<file path="src/rtl/muldiv_pkg.sv">
// Shared types and constants for the radix-2 RV32M multiply/divide sequencer.
// The optional divide hardware is controlled by the MULDIV_DIV_EN macro.
package muldiv_pkg;

    typedef enum logic [1:0] {
        IDLE = 2'd0,
        RUN  = 2'd1,
        FIX  = 2'd2,
        DONE = 2'd3
    } muldiv_state_t;

    localparam logic [2:0] F3_MUL    = 3'b000;
    localparam logic [2:0] F3_MULH   = 3'b001;
    localparam logic [2:0] F3_MULHSU = 3'b010;
    localparam logic [2:0] F3_MULHU  = 3'b011;
    localparam logic [2:0] F3_DIV    = 3'b100;
    localparam logic [2:0] F3_DIVU   = 3'b101;
    localparam logic [2:0] F3_REM    = 3'b110;
    localparam logic [2:0] F3_REMU   = 3'b111;

    localparam int MULDIV_ITER = 32;

    // Two's-complement magnitude of a 32-bit operand when its sign is to be honoured.
    function automatic logic [31:0] absVal(input logic [31:0] v, input logic neg);
        return neg ? (~v + 32'd1) : v;
    endfunction

endpackage

</file>
<file path="src/rtl/muldiv_step.sv">
// One radix-2 iteration: shift-add for multiply, restoring trial-subtract for divide.
// The divide path only exists when MULDIV_DIV_EN is defined.
module muldiv_step
    import muldiv_pkg::*;
#(
    parameter int DATA_W = 32
) (
    input  logic [2*DATA_W:0]   i_acc,
    input  logic [DATA_W-1:0]   i_operand,
`ifdef MULDIV_DIV_EN
    input  logic                i_isDiv,
`endif
    output logic [2*DATA_W:0]   o_accNext
);

    logic [DATA_W:0]     w_mulSum;
    logic [DATA_W:0]     w_addend;
    logic [2*DATA_W:0]   w_mulNext;

    // Multiply: the upper half plus carry receives the multiplicand when the
    // current multiplier bit (acc[0]) is set, then the whole product shifts right.
    assign w_addend  = i_acc[0] ? {1'b0, i_operand} : '0;
    assign w_mulSum  = i_acc[2*DATA_W:DATA_W] + w_addend;
    assign w_mulNext = {1'b0, w_mulSum, i_acc[DATA_W-1:1]};

`ifdef MULDIV_DIV_EN
    logic [2*DATA_W:0]   w_shifted;
    logic [DATA_W:0]     w_trial;
    logic [2*DATA_W:0]   w_divNext;

    // Divide: remainder lives in the upper half, quotient bits enter at bit 0.
    assign w_shifted = {i_acc[2*DATA_W-1:0], 1'b0};
    assign w_trial   = w_shifted[2*DATA_W:DATA_W] - {1'b0, i_operand};
    assign w_divNext = w_trial[DATA_W] ? {1'b0, w_shifted[2*DATA_W-1:0]}
                                       : {1'b0, w_trial[DATA_W-1:0], w_shifted[DATA_W-1:1], 1'b1};

    assign o_accNext = i_isDiv ? w_divNext : w_mulNext;
`else
    assign o_accNext = w_mulNext;
`endif

endmodule

</file>
<file path="src/rtl/muldiv_sequencer.sv">
// Iterative RV32M multiply/divide sequencer (IDLE/RUN/FIX/DONE) sharing one step datapath.
// Define MULDIV_DIV_EN to include DIV/DIVU/REM/REMU; otherwise those codes return 0.
module muldiv_sequencer
    import muldiv_pkg::*;
#(
    parameter int DATA_W = 32
) (
    input  logic                clk,
    input  logic                reset,
    input  logic                start,
    input  logic                kill,
    input  logic [2:0]          Funct3,
    input  logic [DATA_W-1:0]   SrcA,
    input  logic [DATA_W-1:0]   SrcB,
    output logic                busy,
    output logic                stall,
    output logic                done,
    output logic [DATA_W-1:0]   Result
);

    muldiv_state_t       r_state;
    logic [2:0]          r_funct3;
    logic                r_signA;
    logic                r_signB;
    logic [DATA_W-1:0]   r_operand;
    logic [2*DATA_W:0]   r_acc;
    logic [4:0]          r_count;
    logic                r_special;
    logic [DATA_W-1:0]   r_specialVal;
    logic [DATA_W-1:0]   r_result;

    logic                w_accept;
    logic                w_aSigned;
    logic                w_bSigned;
    logic                w_signA;
    logic                w_signB;
    logic [DATA_W-1:0]   w_magA;
    logic [DATA_W-1:0]   w_magB;
    logic                w_special;
    logic [DATA_W-1:0]   w_specialVal;
    logic [2*DATA_W:0]   w_accNext;
    logic [2*DATA_W-1:0] w_prod;
    logic [DATA_W-1:0]   w_fixResult;

    assign w_accept = (r_state == IDLE) && start && !kill;

    // MULHSU treats only rs1 as signed; MULHU/DIVU/REMU and MUL's low word are unsigned.
    always_comb begin
        w_aSigned = 1'b0;
        w_bSigned = 1'b0;
        case (Funct3)
            F3_MULH:   begin w_aSigned = 1'b1; w_bSigned = 1'b1; end
            F3_MULHSU: begin w_aSigned = 1'b1; end
`ifdef MULDIV_DIV_EN
            F3_DIV,
            F3_REM:    begin w_aSigned = 1'b1; w_bSigned = 1'b1; end
`endif
            default:   ;
        endcase
    end

    assign w_signA = w_aSigned & SrcA[DATA_W-1];
    assign w_signB = w_bSigned & SrcB[DATA_W-1];
    assign w_magA  = absVal(SrcA, w_signA);
    assign w_magB  = absVal(SrcB, w_signB);

    // Cases resolved without iterating; the result is chosen now and applied in FIX.
    always_comb begin
        w_special    = 1'b0;
        w_specialVal = '0;
`ifdef MULDIV_DIV_EN
        if (Funct3[2] && (SrcB == '0)) begin
            w_special    = 1'b1;
            w_specialVal = Funct3[1] ? SrcA : '1;
        end else if (((Funct3 == F3_DIV) || (Funct3 == F3_REM)) &&
                     (SrcA == {1'b1, {(DATA_W-1){1'b0}}}) && (SrcB == '1)) begin
            w_special    = 1'b1;
            w_specialVal = Funct3[1] ? '0 : {1'b1, {(DATA_W-1){1'b0}}};
        end
`else
        w_special = Funct3[2];
`endif
    end

    muldiv_step #(.DATA_W(DATA_W)) u_step (
        .i_acc     (r_acc),
        .i_operand (r_operand),
`ifdef MULDIV_DIV_EN
        .i_isDiv   (r_funct3[2]),
`endif
        .o_accNext (w_accNext)
    );

    assign w_prod = (r_signA ^ r_signB) ? (~r_acc[2*DATA_W-1:0] + 1'b1) : r_acc[2*DATA_W-1:0];

`ifdef MULDIV_DIV_EN
    logic [DATA_W-1:0] w_quot;
    logic [DATA_W-1:0] w_rem;

    // Quotient follows the sign XOR, remainder follows the dividend.
    assign w_quot = absVal(r_acc[DATA_W-1:0], r_signA ^ r_signB);
    assign w_rem  = absVal(r_acc[2*DATA_W-1:DATA_W], r_signA);
`endif

    always_comb begin
        w_fixResult = '0;
        if (r_special) begin
            w_fixResult = r_specialVal;
        end else begin
            case (r_funct3)
                F3_MUL:    w_fixResult = w_prod[DATA_W-1:0];
                F3_MULH,
                F3_MULHSU,
                F3_MULHU:  w_fixResult = w_prod[2*DATA_W-1:DATA_W];
`ifdef MULDIV_DIV_EN
                F3_DIV,
                F3_DIVU:   w_fixResult = w_quot;
                F3_REM,
                F3_REMU:   w_fixResult = w_rem;
`endif
                default:   w_fixResult = '0;
            endcase
        end
    end

    // Reset beats kill, kill beats everything else; Result is only written in FIX.
    always_ff @(posedge clk) begin
        if (reset) begin
            r_state      <= IDLE;
            r_funct3     <= '0;
            r_signA      <= 1'b0;
            r_signB      <= 1'b0;
            r_operand    <= '0;
            r_acc        <= '0;
            r_count      <= '0;
            r_special    <= 1'b0;
            r_specialVal <= '0;
            r_result     <= '0;
        end else if (kill) begin
            r_state <= IDLE;
            r_count <= '0;
        end else begin
            case (r_state)
                IDLE: begin
                    if (w_accept) begin
                        r_funct3     <= Funct3;
                        r_signA      <= w_signA;
                        r_signB      <= w_signB;
                        r_operand    <= Funct3[2] ? w_magB : w_magA;
                        r_acc        <= {{(DATA_W+1){1'b0}}, (Funct3[2] ? w_magA : w_magB)};
                        r_count      <= '0;
                        r_special    <= w_special;
                        r_specialVal <= w_specialVal;
                        r_state      <= w_special ? FIX : RUN;
                    end
                end
                RUN: begin
                    r_acc <= w_accNext;
                    if (r_count == 5'(MULDIV_ITER - 1)) begin
                        r_state <= FIX;
                    end else begin
                        r_count <= r_count + 5'd1;
                    end
                end
                FIX: begin
                    r_result <= w_fixResult;
                    r_state  <= DONE;
                end
                DONE: begin
                    r_state <= IDLE;
                end
                default: r_state <= IDLE;
            endcase
        end
    end

    assign busy   = (r_state == RUN) || (r_state == FIX);
    assign done   = (r_state == DONE);
    assign stall  = w_accept || (r_state == RUN) || (r_state == FIX);
    assign Result = r_result;

endmodule

</file>
<file path="config.mk">
export PLATFORM = sky130hd
export DESIGN_NAME = muldiv_sequencer
export DESIGN_NICKNAME = d
export VERILOG_FILES = /design/src/rtl/muldiv_pkg.sv /design/src/rtl/muldiv_step.sv /design/src/rtl/muldiv_sequencer.sv
export SDC_FILE = /design/constraint.sdc
export NUM_CORES = 1
export LEC_CHECK = 0
export ABC_AREA = 0
export CORE_MARGIN = 4
export CORE_UTILIZATION = 55
export CTS_BUF_LIST = sky130_fd_sc_hd__clkbuf_16
export CTS_CLUSTER_DIAMETER = 40
export DETAILED_ROUTE_END_ITERATION = 7
export PLACE_DENSITY = 0.77
export SLEW_MARGIN = 20
export SYNTH_ARGS = -nofsm -noshare
export SYNTH_HDL_FRONTEND = slang
export SYNTH_SLANG_ARGS = --single-unit
</file>
<file path="constraint.sdc">
create_clock -name clk -period 3.6 [get_ports clk]
set_input_delay 0.9 -clock clk [delete_from_list [all_inputs] [get_ports clk]]
set_output_delay 0.9 -clock clk [all_outputs]
set_load 0.1 [all_outputs]
</file>
==> Word level (Yosys, flattened, before mapping) <==
Index checks and enable logic that the tools add are counted.
{ "totals": {"input_bits": 71, "elab_cells": 69, "register_bits": 142} }
{ "classes": {"bitwise_logic": 7, "eq_ne": 12, "addsub": 5, "mux": 19, "reduce_logical": 17} }
{ "ops": {"columns": ["operator", "count"], "rows": [
  ["2-to-1 mux 32 bit", 6],
  ["case mux 65 bit (2 select lines)", 1],
  ["2-to-1 mux 65 bit", 1],
  ["adder 32 x 1 -> 32 bit, second input constant", 2],
  ["adder 64 x 1 -> 64 bit, second input constant", 1],
  ["2-to-1 mux 64 bit", 1],
  ["inverter 32 bit", 2],
  ["inverter 64 bit", 1],
  ["case mux 32 bit (2 select lines)", 1],
  ["adder 33 bit", 1],
  ["2-to-1 mux 5 bit", 2],
  ["case mux 5 bit (2 select lines)", 1],
  ["equality test 3 x 2 -> 1 bit, second input constant", 3],
  ["AND reduction 3 bit", 3],
  ["case mux 2 bit (4 select lines)", 1],
  ["equality test 3 x 1 -> 1 bit, second input constant", 2],
  ["2-to-1 mux 2 bit", 3],
  ["inequality test 2 bit, second input constant", 3],
  ["adder 5 x 1 -> 5 bit, second input constant", 1],
  ["equality test 5 bit, second input constant", 1],
  ["equality test 2 bit, second input constant", 2],
  ["AND reduction 2 bit", 2],
  ["OR reduction 2 bit", 2],
  ["zero test 3 bit", 1],
  ["11 further kinds", 16]
]} }

==> Logic depth before layout (Yosys ltp) <==
Gate-level depths: netlist (run 1).
{ "depth": {"depth_word": 8, "ltp_mapped": 14, "ltp_nobuf": 12} }

==> Hierarchy <==
From an unflattened synthesis (run 1), not the netlist that was laid out.
{ "unflattened": {"cells_unflattened": 1594, "hier_area_um2": 11822.6} }
{ "by_module_without_submodules": {"columns": ["mod", "cells_each", "area_per_inst_um2", "n_inst", "seq_area_each_um2"], "rows": [
  ["muldiv_sequencer", 1270, 9598.0, 1, 2822.7],
  ["muldiv_step", 324, 2224.6, 1, 0.0]
]} }

==> Worst setup path before layout (run 1) <==
OpenSTA, ideal clock, no wires.
{ "synth_timing": {"path_type": "input port to output port", "from": "input port kill", "to": "output port stall", "path_buffers": 2, "path_slack_ns": 0.302, "arrival_time_ns": 2.398, "required_ns": 2.700, "path_stages": 4, "cell_sequence": "clkbuf_1 > nand3b_1 > clkbuf_1 > nand3_1"} }
{ "synth_via": {"elab_chain_len": 4} }
{ "synth_lines": {"columns": ["item", "line", "source"], "rows": [
  ["start, declared", "muldiv_sequencer.sv:11", "input logic kill,"],
  ["zero test 1 bit", "muldiv_sequencer.sv:45", "assign w_accept = (r_state == IDLE) && start && !kill;"],
  ["logical AND 1 bit", "muldiv_sequencer.sv:45", null],
  ["logical OR 1 bit (2 in series)", "muldiv_sequencer.sv:179", "assign stall = w_accept || (r_state == RUN) || (r_state == FIX);"],
  ["end, declared", "muldiv_sequencer.sv:16", "output logic stall,"]
]} }
Every way passes these cells.

==> Worst setup path after layout (run 1) <==
{ "layout_timing": {"from": "register r_acc[0]", "to": "register r_acc[60]"} }
{ "layout_via": {"elab_chain_len": 3} }
{ "layout_lines": {"columns": ["item", "line", "source"], "rows": [
  ["start, declared", "muldiv_sequencer.sv:26", "logic [2*DATA_W:0] r_acc;"],
  ["start signal, assigned", "muldiv_sequencer.sv:150", "r_acc <= {{(DATA_W+1){1'b0}}, (Funct3[2] ? w_magA : w_magB)};"],
  ["start signal, assigned", "muldiv_sequencer.sv:158", "r_acc <= w_accNext;"],
  ["2-to-1 mux 32 bit", "muldiv_step.sv:22", "assign w_addend = i_acc[0] ? {1'b0, i_operand} : '0;"],
  ["adder 33 bit", "muldiv_step.sv:23", "assign w_mulSum = i_acc[2*DATA_W:DATA_W] + w_addend;"],
  ["case mux 65 bit (2 select lines)", "muldiv_sequencer.sv:143", "case (r_state)"]
]} }
Every way passes these cells.
A chain may end at the register's enable or synchronous reset.

==> results.toml, run 1 <==
[outcome]
run_status = "completed"

[pwr]
combPwrFrac_pct = 23.0
leakagePower_nw = 5.239
power_frac_clock_pct = 38.1
seqPwrFrac_pct = 38.9
p_sw_share_pct = 32.88
p_int_mw = 2.930
peakVddDrop_v = 0.0003453
p_per_area_mw_per_mm2 = 341.2
netSwitchingPower_mw = 1.435

[setup_path]
crit_type = "register to register"
crit_chain = "and2_1 > ha_1 > a21oi_1 > nor2b_1 > nor4_1 > buf_4 > o41ai_1 > a31oi_1 > o21ai_0 > a2111oi_0 > a211o_1"
crit_path_start_kind = "register"
slowest_delay_ns = 0.68
crit_required_ns = 3.92
crit_slowest_cell = "o41ai_1"
worstPathArrival_ns = 3.75
path_max_fanout = 14
endpoint_kind = "register"

[synthesis]
synth_edf_count = 0
ys_seq_area_share_pct = 26.00
synth_most_common_cell = "nand2_1"
synthTopCellsByArea = "dfxtp_1 (26%), a21oi_1 (6.9%), xnor2_1 (6.3%)"
synthArstFlopShare_pct = 0
synthSimpleGateAreaFrac_pct = 25.10
synth_top_family_by_area = "compound AO/OA/AOI/OAI gates"
synth_commonest_cells = "nand2_1 (180), nor2_1 (151), a21oi_1 (149), dfxtp_1 (140), o21ai_0 (117)"
synth_mux_area_share_pct = 2.611
synth_cell_types = 71
synth_top_area_share_pct = 26.00
synth_compound_area_share_pct = 25.50
synth_area_mm2 = 0.01078
synth_nets = 1595
yosysWarningCount = 0
synth_xor_area_share_pct = 11.54
yosysTopAreaCell = "dfxtp_1"
ys.flop_type = "dfxtp_1"
synthAdderAreaFrac_pct = 4.944
ys_ff_latch = 140
syn_inst = 1482
avgSynthCellArea_um2 = 7.275

[timing]
hold_viol = 0
max_clock_freq_mhz = 291.5
slew_viol_final = 0
hold_ws_ns = 0.4531
finClkSkew_ns = 0.01069
max_slew_margin_pct = 27.09
setup_viol = 0
rsz0062_at_grt = "false"
tightest_slew_ns = 1.085
period_share_pct = 95.29
min_period_ns = 3.430

[cts]
cts_made_buffers = 17
hold_buffers = 0
path_clk_slew_ns = 0.07
cts.sinks = 140
tritoncts = "done"
clockRootBuffer = "clkbuf_16"
cts_post_setup_buffers_inserted = 0
cts-resized-gates = 0
cts.path.max_buffers = 2
htree_levels = 4
clk-insertion-delay-late_ns = 0.44

[place]
hpwl_um = 28160
dp_cells = 1818
io_buffers = 105
place.gp.congestion = 1.021

[die]
dieArea_mm2 = 0.02191
chipHeight_um = 148.0
rows = 50
start_util_pct = 56.69
fp.dieW_um = 148.0
io_pins = 106
coreArea_mm2 = 0.01902

[finish]
layout-drive-gt1-share_pct = 9.629
multi_input_area_mm2 = 0.007528
insertedDiodeCount = 0
final_cells = 1849
nets = 1690
seq_area_mm2 = 0.002803
syn2layout_area_growth_pct = 18.66
n_fill_cell = 1706

[global_routing]
grt_pass1_wl_um = 57240
grt_usage_pct = 32.28
grt-ovfl-total = 0
grt_pass1_vias = 10579
antenna_found_initial = 0
grt_max_degree = 54

[routing]
vias_per_cell = 6.386
dr.pass1.iters = 6
vias = 11807
drcViolationCount = 0
ant_nets = 0
drt-total-wl_um = 36510
routedWlPerCell_um = 19.75
drtIter0Drc = 1414

[min_path]
hold_class = "register to register"

[run]
cap_violations = 0
flip-flops by register name, indices dropped and copies added (netlist names):
signal     cells
Result        32
r_acc         64
r_count        5
r_funct3       3
r_operand     32
r_signA        1
r_signB        1
r_state        2
power groups by stage:
stage	clock network (mW)	registers, mW	logic [mW]
after floorplan	0	1.77	0.564
after global placement	0	1.72	0.964
after detailed placement	0	1.73	0.978
after CTS	1.67	1.69	0.984
after global routing	1.73	1.70	1.07
final	1.66	1.70	1.00
per-stage QoR:
stage | worst slack, ns | power [mW] | area [um2] | utilization [%] | TNS [ns]
final | 0.1695 | 4.365 | 12790 | 67.27 | 0
after global routing | 0.005848 | 4.511 | 12790 | 67.27 | 0
after detailed placement | -0.09039 | 2.707 | 12240 | 64.36 | -0.09039
after CTS | 0.2864 | 4.344 | 12790 | 67.26 | 0
after global placement | 0.03356 | 2.689 | 12240 | 64.36 | 0
after floorplan | 0.3020 | 2.336 | 10780 | - | 0
final timing paths:
check | start | end | slack, ns | cells after the start
max | r_acc[0] | r_acc[60] | 0.17 | 11
min | r_operand[18] | r_operand[18] | 0.45 | 2
max reg2reg | r_acc[0] | r_acc[60] | 0.17 | 11
min reg2reg | r_operand[18] | r_operand[18] | 0.45 | 2
cell usage in the layout (no fill, tap or decap), types with 8 or more instances in the layout:
cell type,n
o31ai_1,16
clkdlybuf4s50_1,68
nand2_1,180
a31oi_1,28
a221oi_1,20
dfxtp_1,140
or3_1,14
and3_1,15
xnor2_1,77
o21ai_0,117
o41ai_1,14
a21o_1,16
inv_1,29
nor2_1,148
nor3_1,50
ha_1,41
nand4_1,10
o211ai_1,8
a211oi_1,21
clkbuf_16,17
nor4_1,25
nand3_1,13
and2_1,37
xor2_1,64
nand3b_1,8
nand2b_1,11
buf_4,98
a21oi_1,149
mux2i_1,27
cells by family after synthesis:
kind of cell | Yosys count
compound gates | 447
xor+xnor | 142
fa+ha+maj | 42
buf+inv | 122
flops | 140
mux | 28
simple gates | 561
layer usage:
layer,up-vias,GRT usage [%],wire length [um]
met2,681,49.60,15940
met5,-,0,0
met3,126,4.844,3390
met4,0,11.92,1359
li1,5539,-,-
met1,5461,45.90,15820
final cells by class:
cell class                      count  share of cell area (%)
Clock buffer                       17                   3.325
Sequential cell                   140                   21.91
Clock inverter                     14                  0.9878
Inverter                           29                  0.8509
Multi-Input combinational cell   1220                   58.85
Timing Repair Buffer              169                   11.54
Tap cell                          260                   2.543
critical path, delay by kind of cell (launching register included):
| family | cells | cell delay [ns] |
|---|---|---|
| AOI/OAI and AO/OA | 6 | 1.88 |
| and+or+nand+nor | 3 | 0.51 |
| DFF | 1 | 0.41 |
| adders and majority gates | 1 | 0.36 |
| buffers and inverters | 1 | 0.15 |
Note: power is estimated with default switching activity, not from simulation.
==> run 2, diff against run 1 <==
--- a/config.mk
+++ b/config.mk
@@ -6,13 +6,17 @@
 export NUM_CORES = 1
 export LEC_CHECK = 0
 export ABC_AREA = 0
+export CELL_PAD_IN_SITES_DETAIL_PLACEMENT = 1
+export CELL_PAD_IN_SITES_GLOBAL_PLACEMENT = 1
 export CORE_MARGIN = 4
-export CORE_UTILIZATION = 55
+export CORE_UTILIZATION = 43
 export CTS_BUF_LIST = sky130_fd_sc_hd__clkbuf_16
 export CTS_CLUSTER_DIAMETER = 40
 export DETAILED_ROUTE_END_ITERATION = 7
-export PLACE_DENSITY = 0.77
+export PLACE_DENSITY_LB_ADDON = 0.1
+export SKIP_LAST_GASP = 1
 export SLEW_MARGIN = 20
 export SYNTH_ARGS = -nofsm -noshare
 export SYNTH_HDL_FRONTEND = slang
 export SYNTH_SLANG_ARGS = --single-unit
+export TNS_END_PERCENT = 1
==> results.toml, run 2 (synthesis results as in run 1) <==
[place]
io_buffers = 105
dp_cells = 1905
hpwl_um = 33110
dpl_cell_area_mm2 = 0.01247
place.gp.congestion = 0.9368

[setup_path]
endpoint_kind = "register"
crit_path_start_kind = "register"
worstPathArrival_ns = 3.78
crit_required_ns = 3.93
crit_type = "register to register"
r2r_slack_ns = 0.15
path_max_fanout = 11

[finish]
top_register = "r_acc"
final_cell_mix = "nand2_1 (180), nor2_1 (149), a21oi_1 (148)"
final_cells = 1937
n_fill_cell = 3157
insertedDiodeCount = 0
syn2layout_area_growth_pct = 21.33
nets = 1713
largest_reg_flops = 64
layout-drive-gt1-share_pct = 11.16
final_common_cell = "nand2_1"
design_area_mm2 = 0.01308

[cts]
cts.path.max_buffers = 2
htree_levels = 4
path_clk_slew_ns = 0.08
cts_made_buffers = 17
cts.sinks = 140
clk-insertion-delay-late_ns = 0.44
tritoncts = "done"
clockRootBuffer = "clkbuf_16"

[routing]
dr.pass1.iters = 5
drtIter0Drc = 915
drt-total-wl_um = 42110
routedWlPerCell_um = 21.74
ant_nets = 0
drcViolationCount = 0
vias = 11716
vias_per_cell = 6.049

[global_routing]
grt_max_degree = 51
grt-ovfl-total = 0
grt_pass1_vias = 11740
grt_usage_pct = 29.58
grt_pass1_wl_um = 66070
antenna_found_initial = 0

[run]
cap_violations = 0

[die]
rows = 57
io_pins = 106
coreArea_mm2 = 0.02446
dieArea_mm2 = 0.02767
fp.dieW_um = 166.3
start_util_pct = 44.07
chipHeight_um = 166.3

[timing]
hold_ws_ns = 0.4524
fin_tns_setup_ns = 0
period_share_pct = 95.79
max_slew_margin_pct = 47.81
rsz0062_at_grt = "true"
slew_viol_final = 0
finClkSkew_ns = 0.01835
setup_viol = 0
tightest_slew_ns = 0.7757
max_clock_freq_mhz = 290.0
hold_viol = 0
min_period_ns = 3.449

[pwr]
p_per_area_mw_per_mm2 = 351.3
power_frac_clock_pct = 40.0
leakagePower_nw = 5.378
p_sw_share_pct = 34.98
seqPwrFrac_pct = 36.9
peakVddDrop_v = 0.0002328
netSwitchingPower_mw = 1.607
combPwrFrac_pct = 23.0
p_int_mw = 2.988

[outcome]
run_status = "completed"

[min_path]
hold_class = "register to register"
==> run 2: cell types whose count changed in the layout (fill, tap and decap cells not counted), sizes merged <==
cell,previous run,this run
clkinv,8,5
clkinvlp,4,2
inv,30,36
buf,101,124
==> run 2: final timing paths <==
check / start / to / depth (start not counted)
max: r_acc[0] / r_acc[61] / 13
min: Result[26] / Result[26] / 2
max reg2reg: r_acc[0] / r_acc[61] / 13
min reg2reg: Result[26] / Result[26] / 2
==> run 2: layer usage <==
metal	global-route usage (%)	wire, um
met1	38.87	18640
met2	48.10	19060
met3	4.380	2330
met4	13.30	2027
met5	1.391	49
==> run 2: cell type report <==
cell class                 instances  area [um2]  share of cell area, %
timing repair buffer             192        1624                  12.42
inverter                          29       108.9                 0.8321
multi-input combinational       1220        7542                  57.66
clock buffer                      17       425.4                  3.252
sequential                       140        2803                  21.43
clock inverter                    15       172.7                  1.320
tap                              324       405.4                  3.099
==> run 2: timing repair <==
item                                    in CTS  in global routing
endpoints found under the hold margin        0                  0
gates resized for setup                      0                  3
hold buffers                                 0                  0
endpoints found under the setup margin       0                  6
setup buffers                                0                  0
==> run 2: worst max-delay path, stage by stage (launching register included) <==
cell and delay (ns):
dfxtp_1 0.58, and2_1 0.22, ha_1 0.18, inv_1 0.06, fa_1 0.40, nor2b_1 0.19, o2111ai_1 0.17, a21oi_1 0.27
o2111ai_1 0.27, and3b_1 0.31, o31ai_1 0.24, buf_4 0.17, mux2i_1 0.19, nand3_1 0.09
==> run 2: power groups by stage <==
stage / clock (mW) / sequential [mW] / combinational (mW)
5_1_grt: 1.92 / 1.70 / 1.14
3_3_place_gp: 0 / 1.72 / 1.02
3_5_place_dp: 0 / 1.73 / 1.04
6_report: 1.84 / 1.70 / 1.06
2_1_floorplan: 0 / 1.77 / 0.564
4_1_cts: 1.86 / 1.69 / 1.05
==> run 2: metrics by stage <==
stage	power [mW]	setup slack [ns]	utilization [%]
after global placement	2.744	0.06959	50.96
after detailed placement	2.769	0.06375	50.96
after floorplan	2.336	0.3020	-
after CTS	4.603	0.07503	53.41
after global routing	4.765	-0.09954	53.48
final	4.595	0.1515	53.48
